$ cat config.mk
export PLATFORM = sky130hd
export DESIGN_NAME = ped_signal_controller
export DESIGN_NICKNAME = d
export VERILOG_FILES = /design/src/rtl/ped_signal_pkg.sv /design/src/rtl/ped_btn_sync.sv /design/src/rtl/ped_signal_controller.sv
export SDC_FILE = /design/constraint.sdc
export NUM_CORES = 1
export LEC_CHECK = 0
export CORE_MARGIN = 4
export CORE_UTILIZATION = 46
export CTS_CLUSTER_DIAMETER = 80
export CTS_CLUSTER_SIZE = 25
export DETAILED_ROUTE_END_ITERATION = 7
export PLACE_DENSITY = 0.84
export SLEW_MARGIN = 0
export SYNTH_ARGS = -nofsm -noshare
export SYNTH_HDL_FRONTEND = slang
export SYNTH_HIERARCHICAL = 1
export SYNTH_SLANG_ARGS = --single-unit
$ cat constraint.sdc
create_clock -name clk -period 1.7 [get_ports clk]
set_input_delay 0.34 -clock clk [delete_from_list [all_inputs] [get_ports clk]]
set_output_delay 0.34 -clock clk [all_outputs]
set_load 0.1 [all_outputs]
$ cat src/rtl/ped_signal_pkg.sv
// Shared types and default timing constants for the pedestrian crossing controller.
package ped_signal_pkg;

    typedef enum logic [1:0] {
        ST_DW    = 2'd0,
        ST_WAIT  = 2'd1,
        ST_WALK  = 2'd2,
        ST_CLEAR = 2'd3
    } ped_state_e;

    localparam int unsigned WALK_T_DEF  = 7;
    localparam int unsigned FLASH_T_DEF = 5;
    localparam int unsigned CW_DEF      = 4;

endpackage

$ cat src/rtl/ped_btn_sync.sv
// Push-button synchroniser: two flops into the clock domain, then a one-clock
// pulse on the synchronised rising edge.
module ped_btn_sync (
    input  logic clk,
    input  logic rst,
    input  logic btn_i,
    output logic rise_o
);

    logic s1_q;
    logic s2_q;
    logic s2_dly_q;

    always_ff @(posedge clk or posedge rst) begin
        if (rst) begin
            s1_q     <= 1'b0;
            s2_q     <= 1'b0;
            s2_dly_q <= 1'b0;
        end else begin
            s1_q     <= btn_i;
            s2_q     <= s1_q;
            s2_dly_q <= s2_q;
        end
    end

    // Built from flops only, so a held button yields exactly one pulse.
    assign rise_o = s2_q & ~s2_dly_q;

endmodule

$ cat src/rtl/ped_signal_controller.sv
// Pedestrian crossing controller: grants WALK then flashing clearance inside a vehicle RED.
// Optional countdown display enabled by defining PED_COUNTDOWN_EN.
//
// state | meaning
// DW    | don't walk, no request outstanding
// WAIT  | request latched, waiting for the next vehicle red rise
// WALK  | walk lamp on, walk timer running
// CLEAR | flashing don't walk, clearance timer running
module ped_signal_controller
    import ped_signal_pkg::*;
#(
    parameter int unsigned WALK_T  = WALK_T_DEF,
    parameter int unsigned FLASH_T = FLASH_T_DEF,
    parameter int unsigned CW      = CW_DEF
) (
    input  logic          clk,
    input  logic          rst,
    input  logic          veh_red,
    input  logic          veh_green,
    input  logic          veh_yellow,
    input  logic          ped_btn,
    input  logic          tick,
    output logic          walk,
    output logic          dont_walk,
    output logic          req_pending,
    output logic [CW-1:0] countdown
);

    localparam logic [CW-1:0] WALK_LOAD  = CW'(WALK_T);
    localparam logic [CW-1:0] FLASH_LOAD = CW'(FLASH_T);
    localparam logic [CW-1:0] TC_ONE     = CW'(1);

    ped_state_e    state_q, state_d;
    logic [CW-1:0] timer_q, timer_d;
    logic          flash_q, flash_d;
    logic          req_q,   req_d;
    logic          red_q;
    logic          btn_rise;
    logic          red_rise;
    logic          lamp_unused;

    // Green/yellow are monitor-only; red alone decides the grant.
    assign lamp_unused = veh_green ^ veh_yellow;

    ped_btn_sync u_btn_sync (
        .clk    (clk),
        .rst    (rst),
        .btn_i  (ped_btn),
        .rise_o (btn_rise)
    );

    assign red_rise = veh_red & ~red_q;

    always_ff @(posedge clk or posedge rst) begin
        if (rst) begin
            state_q <= ST_DW;
            timer_q <= '0;
            flash_q <= 1'b0;
            req_q   <= 1'b0;
            red_q   <= 1'b0;
        end else begin
            state_q <= state_d;
            timer_q <= timer_d;
            flash_q <= flash_d;
            req_q   <= req_d;
            red_q   <= veh_red;
        end
    end

    always_comb begin
        state_d = state_q;
        timer_d = timer_q;
        flash_d = flash_q;
        req_d   = req_q;
        case (state_q)
            ST_DW: begin
                if (btn_rise) begin
                    req_d = 1'b1;
                end
                if (btn_rise || req_q) begin
                    state_d = ST_WAIT;
                end
            end
            ST_WAIT: begin
                if (btn_rise) begin
                    req_d = 1'b1;
                end
                // Only a fresh red edge grants, so a walk never starts part-way into red.
                if (red_rise) begin
                    state_d = ST_WALK;
                    timer_d = WALK_LOAD;
                    req_d   = 1'b0;
                end
            end
            ST_WALK: begin
                if (!veh_red) begin
                    state_d = ST_DW;
                    timer_d = '0;
                    flash_d = 1'b0;
                end else if (tick) begin
                    if (timer_q == TC_ONE) begin
                        state_d = ST_CLEAR;
                        timer_d = FLASH_LOAD;
                        flash_d = 1'b1;
                    end else begin
                        timer_d = timer_q - TC_ONE;
                    end
                end
            end
            ST_CLEAR: begin
                if (btn_rise) begin
                    req_d = 1'b1;
                end
                if (!veh_red) begin
                    state_d = ST_DW;
                    timer_d = '0;
                    flash_d = 1'b0;
                end else if (tick) begin
                    flash_d = ~flash_q;
                    if (timer_q == TC_ONE) begin
                        state_d = (req_q || btn_rise) ? ST_WAIT : ST_DW;
                        timer_d = '0;
                        flash_d = 1'b0;
                    end else begin
                        timer_d = timer_q - TC_ONE;
                    end
                end
            end
            default: begin
                state_d = ST_DW;
                timer_d = '0;
                flash_d = 1'b0;
            end
        endcase
    end

    always_comb begin
        walk      = 1'b0;
        dont_walk = 1'b1;
        case (state_q)
            ST_WALK: begin
                walk      = 1'b1;
                dont_walk = 1'b0;
            end
            ST_CLEAR: begin
                dont_walk = flash_q;
            end
            default: begin
                walk      = 1'b0;
                dont_walk = 1'b1;
            end
        endcase
    end

    assign req_pending = req_q;

`ifdef PED_COUNTDOWN_EN
    assign countdown = (state_q == ST_CLEAR) ? timer_q : '0;
`else
    assign countdown = '0;
`endif

endmodule

Word-level counts from Yosys, hierarchy flattened
Cells that the tools add are included.
Word-level totals
  ROM bits: 0
  memories kept: 0
  bits of input ports: 7
  flip-flop bits (word level): 12
  bits in writable memories: 0
  latch bits: 0
Operators by class
  muxes and demuxes: 30
  $add $sub $neg: 1
  reductions and logical operators: 9
  bitwise gates (word level): 5
  order comparisons: 0
  multipliers: 0
  div/mod/pow operators: 0
  shift operators: 0
  eq/ne operators: 10
Operator list (count)
  2-to-1 mux 4 bit: 7
  2-to-1 mux 2 bit: 8
  != test 3 bit, second input constant: 4
  case mux 4 bit (3 select lines): 1
  2-to-1 mux 1 bit: 10
  case mux 2 bit (4 select lines): 1
  AND reduction 4 bit: 2
  case mux 1 bit (2 select lines): 3
  AND reduction 6 bit: 1
  equality test 2 bit, second input constant: 2
  equality test 4 x 1 -> 1 bit, second input constant: 1
  != test 2 bit, second input constant: 2
  nonzero test 2 bit: 2
  subtractor 4 x 1 -> 4 bit, second input constant: 1
  inverter 1 bit: 3
  nonzero test 3 bit: 1
  AND 1 bit: 2
  equality test 2 x 1 -> 1 bit, second input constant: 1
  logical NOT 2 bit: 1
  OR reduction 2 bit: 1
  logical OR 1 bit: 1

Longest topological paths before layout
Gate-level depths: netlist (run 1).
  depth in word-level cells: 8
  gate-level depth with buffers: 8

Cells and area by module
Netlist (run 1), hierarchy kept.
Modules (own cells, without submodules)
  ped_signal_controller: cells each 85, area an instance 724.4 um^2, times used 1
  ped_btn_sync: cells each 5, area an instance 92.6 um^2, times used 1

Least setup slack after synthesis (run 1)
OpenSTA, ideal clock, no wires.
  kind: reg-to-output
  start point: register state_q[0]
  end point: output dont_walk
  cell stages (with the launch flop): 7
  data arrival time: 2396 ps
  path slack: -1036 ps
  cell sequence: dfrtp_1 -> inv_1 -> ha_1 -> buf_6 -> or2_1 -> clkbuf_1 -> nand2_1
On the way
  word-level cells in the longest chain between the ends: 2
  elaborated cells between the ends (all ways): 3
Ends and longest elaborated chain
  start: declaration: RTL line ped_signal_controller.sv:33  | ped_state_e state_q, state_d;
  start signal: assignment: RTL line ped_signal_controller.sv:62  | state_q <= state_d;
  equality test 2 bit: RTL line ped_signal_controller.sv:140  | case (state_q)
  case mux 1 bit (2 select lines) *: RTL line ped_signal_controller.sv:140
  end: declaration: RTL line ped_signal_controller.sv:24  | output logic dont_walk,
Every way passes the cells marked *; elsewhere a longest branch is shown, timed or not.

Worst setup path after layout (run 1)
Ends and elaborated chain as after synthesis.

==> summary.txt, run 1 <==
Status
  • Status: complete, but fails checks
  • Failing checks: setup timing

Timing
  • Skew final: ~6.2 ps
  • Fin worst setup slack: -79.4 ps
  • Final setup viols: 4
  • Fin. Hold Viols: 0
  • Final Cycle Share: 105%
  • RSZ-0062 raised after global routing: yes
  • Max Clk Rate: between 500 and 600 MHz
  • Max Slew Vio Count: 0
  • Min Tclk post-route: between 1500 and 2000 ps

Logic synthesis
  • Most frequent cell after synthesis: dfrtp_1
  • Synth cell types: 33
  • Yosys reg bits: 12
  • Ranking of synthesized cells by area: dfrtp_1 (37%), ha_1 (12%), inv_1 (5.1%)
  • Area leader, netlist: dfrtp_1
  • Simple-gate share of the synthesized area: between 10% and 20%
  • YS warnings: 6
  • Mean post-synth cell area: a little over 9 sq um
  • Async set-reset flop share out of synthesis: 100%
  • Synth Area in XOR/XNOR: 0%
  • Sequential cell area fraction in the yosys report: roughly 37%
  • Synth Flop Type: dfrtp_1
  • Mux contribution to synthesized area: 0%
  • Mapped Cells: 90
  • Synth Area in Adders: between 10 and 15%
  • Post-synth top area share: between 30 and 40%
  • Commonest cells post-synth: dfrtp_1 (12), inv_1 (11), nand2_1 (10)
  • Post-Syn Area: approximately 820 sq um
  • EDFF count, synth: 0
  • Largest family of logic cells by synthesized area: compound AO/OA/AOI/OAI gates
  • Compound-Gate Fraction of Synth Area: 20.8%

Critical path
  • Worst Path Buf+Inv: 2
  • Crit path max-delay cell type: dfrtp_1
  • Element type at the critical path start: register
  • CP endpoint kind: output port
  • Worst stage delay on the critical path: 430 ps
  • Critical-path cell list: inv_2 > ha_4 > or2_4 > nand2_8 > buf_12
  • Critical path arrival: approximately 1400 ps
  • Worst Setup Path Type: register to output port
  • CP max FO: 3
  • Critical path data required time: 1360 ps
  • Family with the most delay on the worst path: flip-flops

Global routing
  • First-pass GRT wire length: 3210 um
  • GRT Overall Usage: ~17%
  • Global route overflow: 0
  • Largest net degree at the start of global routing: 10
  • Initial antenna violation count: 0
  • Vias in the first global route: slightly above 700

Routing
  • Iteration-0 DRC Markers: 24
  • Detailed Route WL: a little under 2000 um
  • DR pass1 iterations: 4
  • Vias per std cell: between 5 and 6
  • DR WL/cell: around 14 um
  • DRT antenna net count: 0
  • Via count: between 700 and 800
  • Residual DRC: 0

Clock tree
  • TritonCTS clock tree: built
  • H-tree level count: 1
  • Hold_buf cts: 0
  • Skew-Pair Late Insertion Delay: between 200 and 300 ps
  • Clk slew on worst S/H paths: 90 ps
  • Root buffer cell: clkbuf_4
  • Clk sinks: 12
  • Max Root-Sink Buffers: 2
  • CTS buffer count: 3

Floorplanning
  • Initial Utilization: between 50% and 60%
  • Die Y: 50.1 um
  • Die ar.: ~2500 sq um
  • Die width: between 50 and 60 um
  • IO Pins: 14
  • CORE AREA: around 1600 sq um
  • Row count: 14

Layout
  • Filler cell count in the final layout: about 120
  • Layout cell share with drive strength beyond 1: between 30% and 40%
  • Area Overhead vs Synth: 44.6%
  • # diodes: 0
  • Final layout net count: approximately 140
  • Layout Cells excl Fill: roughly 140

Run
  • Max cap viols: 0

Placement
  • Placed insts: 132
  • Port buffer count: 7
  • GP Congestion: 0.907
  • DP HPWL: around 1500 um

Min path
  • Min-delay worst type: input port to asynchronous set/reset pin

Power
  • PD cells: 2120 nW/um^2
  • Worst IR Drop VDD: just under 2 mV
  • Pwr Total: roughly 0.0025 W
  • Leak: around 0.55 nW
[logic make-up after synthesis]
group,count (synthesis)
and+or+nand+nor,26
DFF,12
other,1
adders and majority gates,8
buffers and inverters,18
AOI/OAI and AO/OA,25
[layout make-up]
| cell class | count | area (sq um) | share of cell area (%) |
|---|---|---|---|
| flip-flops and latches | 12 | 302 | 25.5 |
| repair buffers | 29 | 277 | 23.4 |
| well taps | 24 | 30.0 | 2.54 |
| inverters | 11 | 41.3 | 3.50 |
| clock buffers | 4 | 36.3 | 3.07 |
| multi-input cells | 63 | 495 | 41.9 |
[per-layer routing]
layer,vias to the layer above,global-route usage [%],wire length [um]
li1,363,-,-
met1,361,19.2,861
met2,25,29.8,1010
met3,2,4.14,85
met4,0,6.91,21
met5,-,0,0
[worst paths after layout]
path	end	startpoint	slack (ps)	cells past startpoint
max in group asynchronous	state_q[1]	rst	1070	2
max	dont_walk	state_q[0]	-80	5
min reg2reg	u_btn_sync/s2_q	u_btn_sync/s1_q	360	0
min	u_btn_sync/s1_q	rst	240	2
min in group clk	u_btn_sync/s2_q	u_btn_sync/s1_q	360	0
max reg2reg	timer_q[3]	state_q[0]	-80	7
[worst register-to-register path, cell delays in order, from the launching register on]
cell and delay (ps):
dfrtp_1 430, inv_2 80, ha_4 160, buf_6 120
o21a_1 180, a221oi_2 310, o31ai_1 140, a32o_2 240
[state kept, by name, summed over array words and instances (netlist names)]
signal and count:
timer_q 4, state_q 2, flash_q 1, red_q 1
req_pending 1, u_btn_sync/s1_q 1, u_btn_sync/s2_dly_q 1, u_btn_sync/s2_q 1
[through the flow]
stage	area, sq um	worst slack, ps	TNS [ps]	utilization, %	hold slack [ps]
3_5_place_dp	1050	-126	-542	65.7	339
6_report	1180	-79.4	-187	74.1	240
5_1_grt	1180	-136	-609	74.1	241
4_1_cts	1140	-106	-307	71.5	238
2_1_floorplan	867	-94.9	-273	-	93.6
3_3_place_gp	1050	-117	-414	65.7	334
[where the power goes]
group / internal, W / total [W] / switching, W
sequential: 0.000375 / 0.000485 / 0.000110
combinational: 0.000821 / 0.00179 / 0.000965
clock: 0.000130 / 0.000238 / 0.000108
total: 0.00133 / 0.00251 / 0.00118
[layout by cell type, fill, tap and decap left out, drive strengths merged, types with 2 or more instances in the layout]
cell type	count
a21oi	6
a31oi	3
buf	25
clkbuf	4
clkdlybuf4s50	4
conb	4
dfrtp	12
ha	8
inv	11
nand2	10
nor2	5
nor2b	2
nor3b	2
o21ai	7
[what timing repair did]
item                       CTS  global route
buffers inserted             5             2
pin swaps                    2             4
setup endpoints to repair    3             7
resized for setup            4             9
Power figures use the tool's default switching activity.
==> run 2: changes to the inputs <==
--- a/config.mk
+++ b/config.mk
@@ -5,12 +5,14 @@
 export SDC_FILE = /design/constraint.sdc
 export NUM_CORES = 1
 export LEC_CHECK = 0
+export CAP_MARGIN = 20
 export CORE_MARGIN = 4
 export CORE_UTILIZATION = 46
 export CTS_CLUSTER_DIAMETER = 80
 export CTS_CLUSTER_SIZE = 25
 export DETAILED_ROUTE_END_ITERATION = 7
 export PLACE_DENSITY = 0.84
+export REMOVE_ABC_BUFFERS = 1
 export SLEW_MARGIN = 0
 export SYNTH_ARGS = -nofsm -noshare
 export SYNTH_HDL_FRONTEND = slang
==> run 2 against run 1 <==
Compared with the run above: the flow still finishes with violations (setup timing); sequential power rose by 3%; die area did not move; combinational power barely moved; sequential share of layout area rose by 0.55 points; setup slack improved by 0.85 ps; worst hold slack improved by 7.3 ps; design area fell by 1.7%; critical path type unchanged; critical endpoint unchanged.
==> summary.txt, run 2 (synthesis results as in run 1) <==
Status
  • Status: complete, but fails checks
  • Failing checks: setup timing

Routing
  • Vias per std cell: 5.39
  • Iteration-0 DRC Markers: 31
  • DRT antenna net count: 0
  • DR WL/cell: between 15 and 20 um
  • DR pass1 iterations: 4
  • Detailed Route WL: approximately 2100 um
  • Via count: roughly 740
  • Residual DRC: 0

Power
  • Worst IR Drop VDD: approximately 1.4 mV
  • PD cells: around 2200 nW/um^2
  • Leak: 0.513 nW

Critical path
  • CP max FO: 4
  • Element type at the critical path start: register
  • Critical path data required time: around 1400 ps
  • CP endpoint kind: output port
  • Reg2reg setup slack: -60 ps
  • Worst r2r src: state_q[0]
  • Critical path arrival: approximately 1400 ps
  • FF-to-FF End: state_q[0]
  • R2R depth: 7
  • Worst Setup Path Type: register to output port

Global routing
  • Initial antenna violation count: 0
  • GRT Overall Usage: 17.5%
  • Vias in the first global route: between 700 and 800
  • Largest net degree at the start of global routing: 10
  • Global route overflow: 0
  • First-pass GRT wire length: roughly 3300 um

Clock tree
  • Root buffer cell: clkbuf_4
  • Clk slew on worst S/H paths: 80 ps
  • Max Root-Sink Buffers: 2
  • H-tree level count: 1
  • TritonCTS clock tree: built
  • Skew-Pair Late Insertion Delay: 280 ps
  • Clk sinks: 12
  • CTS buffer count: 3
  • Hold_buf cts: 0

Floorplanning
  • CORE AREA: roughly 1600 sq um
  • Initial Utilization: between 50% and 60%
  • Die ar.: between 2000 and 3000 sq um
  • Row count: 14
  • Die Y: about 50 um
  • Die width: 50.1 um
  • IO Pins: 14

Placement
  • GP Congestion: 0.862
  • Dpl ws: -227 ps
  • Placed insts: 130
  • Port buffer count: 7
  • DP HPWL: roughly 1400 um

Timing
  • Fin worst setup slack: -78.6 ps
  • Max Slew Vio Count: 0
  • Max Clk Rate: between 500 and 600 MHz
  • Skew final: around 6.1 ps
  • Final setup viols: 3
  • Min Tclk post-route: 1780 ps
  • Fin. Hold Viols: 0
  • Hold slack: 247 ps
  • Final Cycle Share: 105%
  • RSZ-0062 raised after global routing: yes

Layout
  • Area Overhead vs Synth: 42.1%
  • Largest reg by FF count: timer_q
  • Commonest non-fill, non-tap cell in the layout: buf_4
  • # diodes: 0
  • Commonest cells after routing, fill and taps aside: buf_4 (16), dfrtp_1 (10), nand2_1 (9), inv_1 (9), a21oi_1 (6)
  • Max reg flops: 4
  • Layout Cells excl Fill: around 140
  • Layout cell share with drive strength beyond 1: 36.8%
  • Biggest regs: timer_q: 4 flops, state_q: 2 flops
  • Final layout net count: 130
  • Filler cell count in the final layout: 122

Run
  • Max cap viols: 0

Min path
  • Min-delay worst type: input port to asynchronous set/reset pin
## run 2: worst max-delay path by stage
stage,end,from
global route,state_q[0],state_q[0]
global placement,state_q[1],veh_red
detailed placement,state_q[0],tick
finish,dont_walk,state_q[0]
CTS,dont_walk,state_q[0]
floorplan,dont_walk,state_q[0]
## run 2: per-layer routing
metal  GRT usage, %  share of wire [%]  vias to the layer above  routed length (um)
met5              0                  0                        -                   0
met4           5.53               0.99                        0                  21
met3           4.14                4.7                        4                  99
met2           32.2                 54                       26                1150
met1           19.7                 40                      362                 843
li1               -                  -                      352                   -
## run 2: area by class of cell
class / count / area, sq um / area share, %
Clock buffer: 4 / 36.3 / 3.13
Inverter: 11 / 41.3 / 3.56
Multi-Input combinational cell: 63 / 519 / 44.7
Sequential cell: 12 / 303 / 26.1
Tap cell: 24 / 30.0 / 2.59
Timing Repair Buffer: 24 / 231 / 19.9
## run 2: stage by stage
| stage | cell area [sq um] | utilization [%] | setup TNS [ps] | total power (W) |
|---|---|---|---|---|
| after floorplan | 776 | - | -3970 | 0.00135 |
| after global placement | 1000 | 63.0 | -361 | 0.00185 |
| after detailed placement | 1000 | 63.0 | -651 | 0.00192 |
| after CTS | 1070 | 67.3 | -74.4 | 0.00223 |
| after global routing | 1160 | 72.8 | -430 | 0.00266 |
| final | 1160 | 72.8 | -174 | 0.00250 |
## run 2: power breakdown
group / total (W) / switching, W / internal [W]
registers: 0.000499 / 0.000122 / 0.000377
clock network: 0.000232 / 0.000101 / 0.000130
logic: 0.00177 / 0.00101 / 0.000765
## run 2: timing repair
action / in CTS / in global routing
setup buffers: 3 / 1
setup endpoints to repair: 4 / 6
pin swaps: 3 / 6
resized for setup: 6 / 16
## run 2: critical path, stage by stage (launching register included)
cell     delay (ps)
dfrtp_2         430
inv_2            70
ha_4            170
or2_4           260
nand2_4          70
buf_12          170
==> run 3: changes to the inputs <==
--- a/config.mk
+++ b/config.mk
@@ -9,7 +9,6 @@
 export CORE_MARGIN = 4
 export CORE_UTILIZATION = 46
 export CTS_CLUSTER_DIAMETER = 80
-export CTS_CLUSTER_SIZE = 25
 export DETAILED_ROUTE_END_ITERATION = 7
 export PLACE_DENSITY = 0.84
 export REMOVE_ABC_BUFFERS = 1
==> results of run 3 <==
The final DEF is identical to that of run 2; final timing and power are the same.
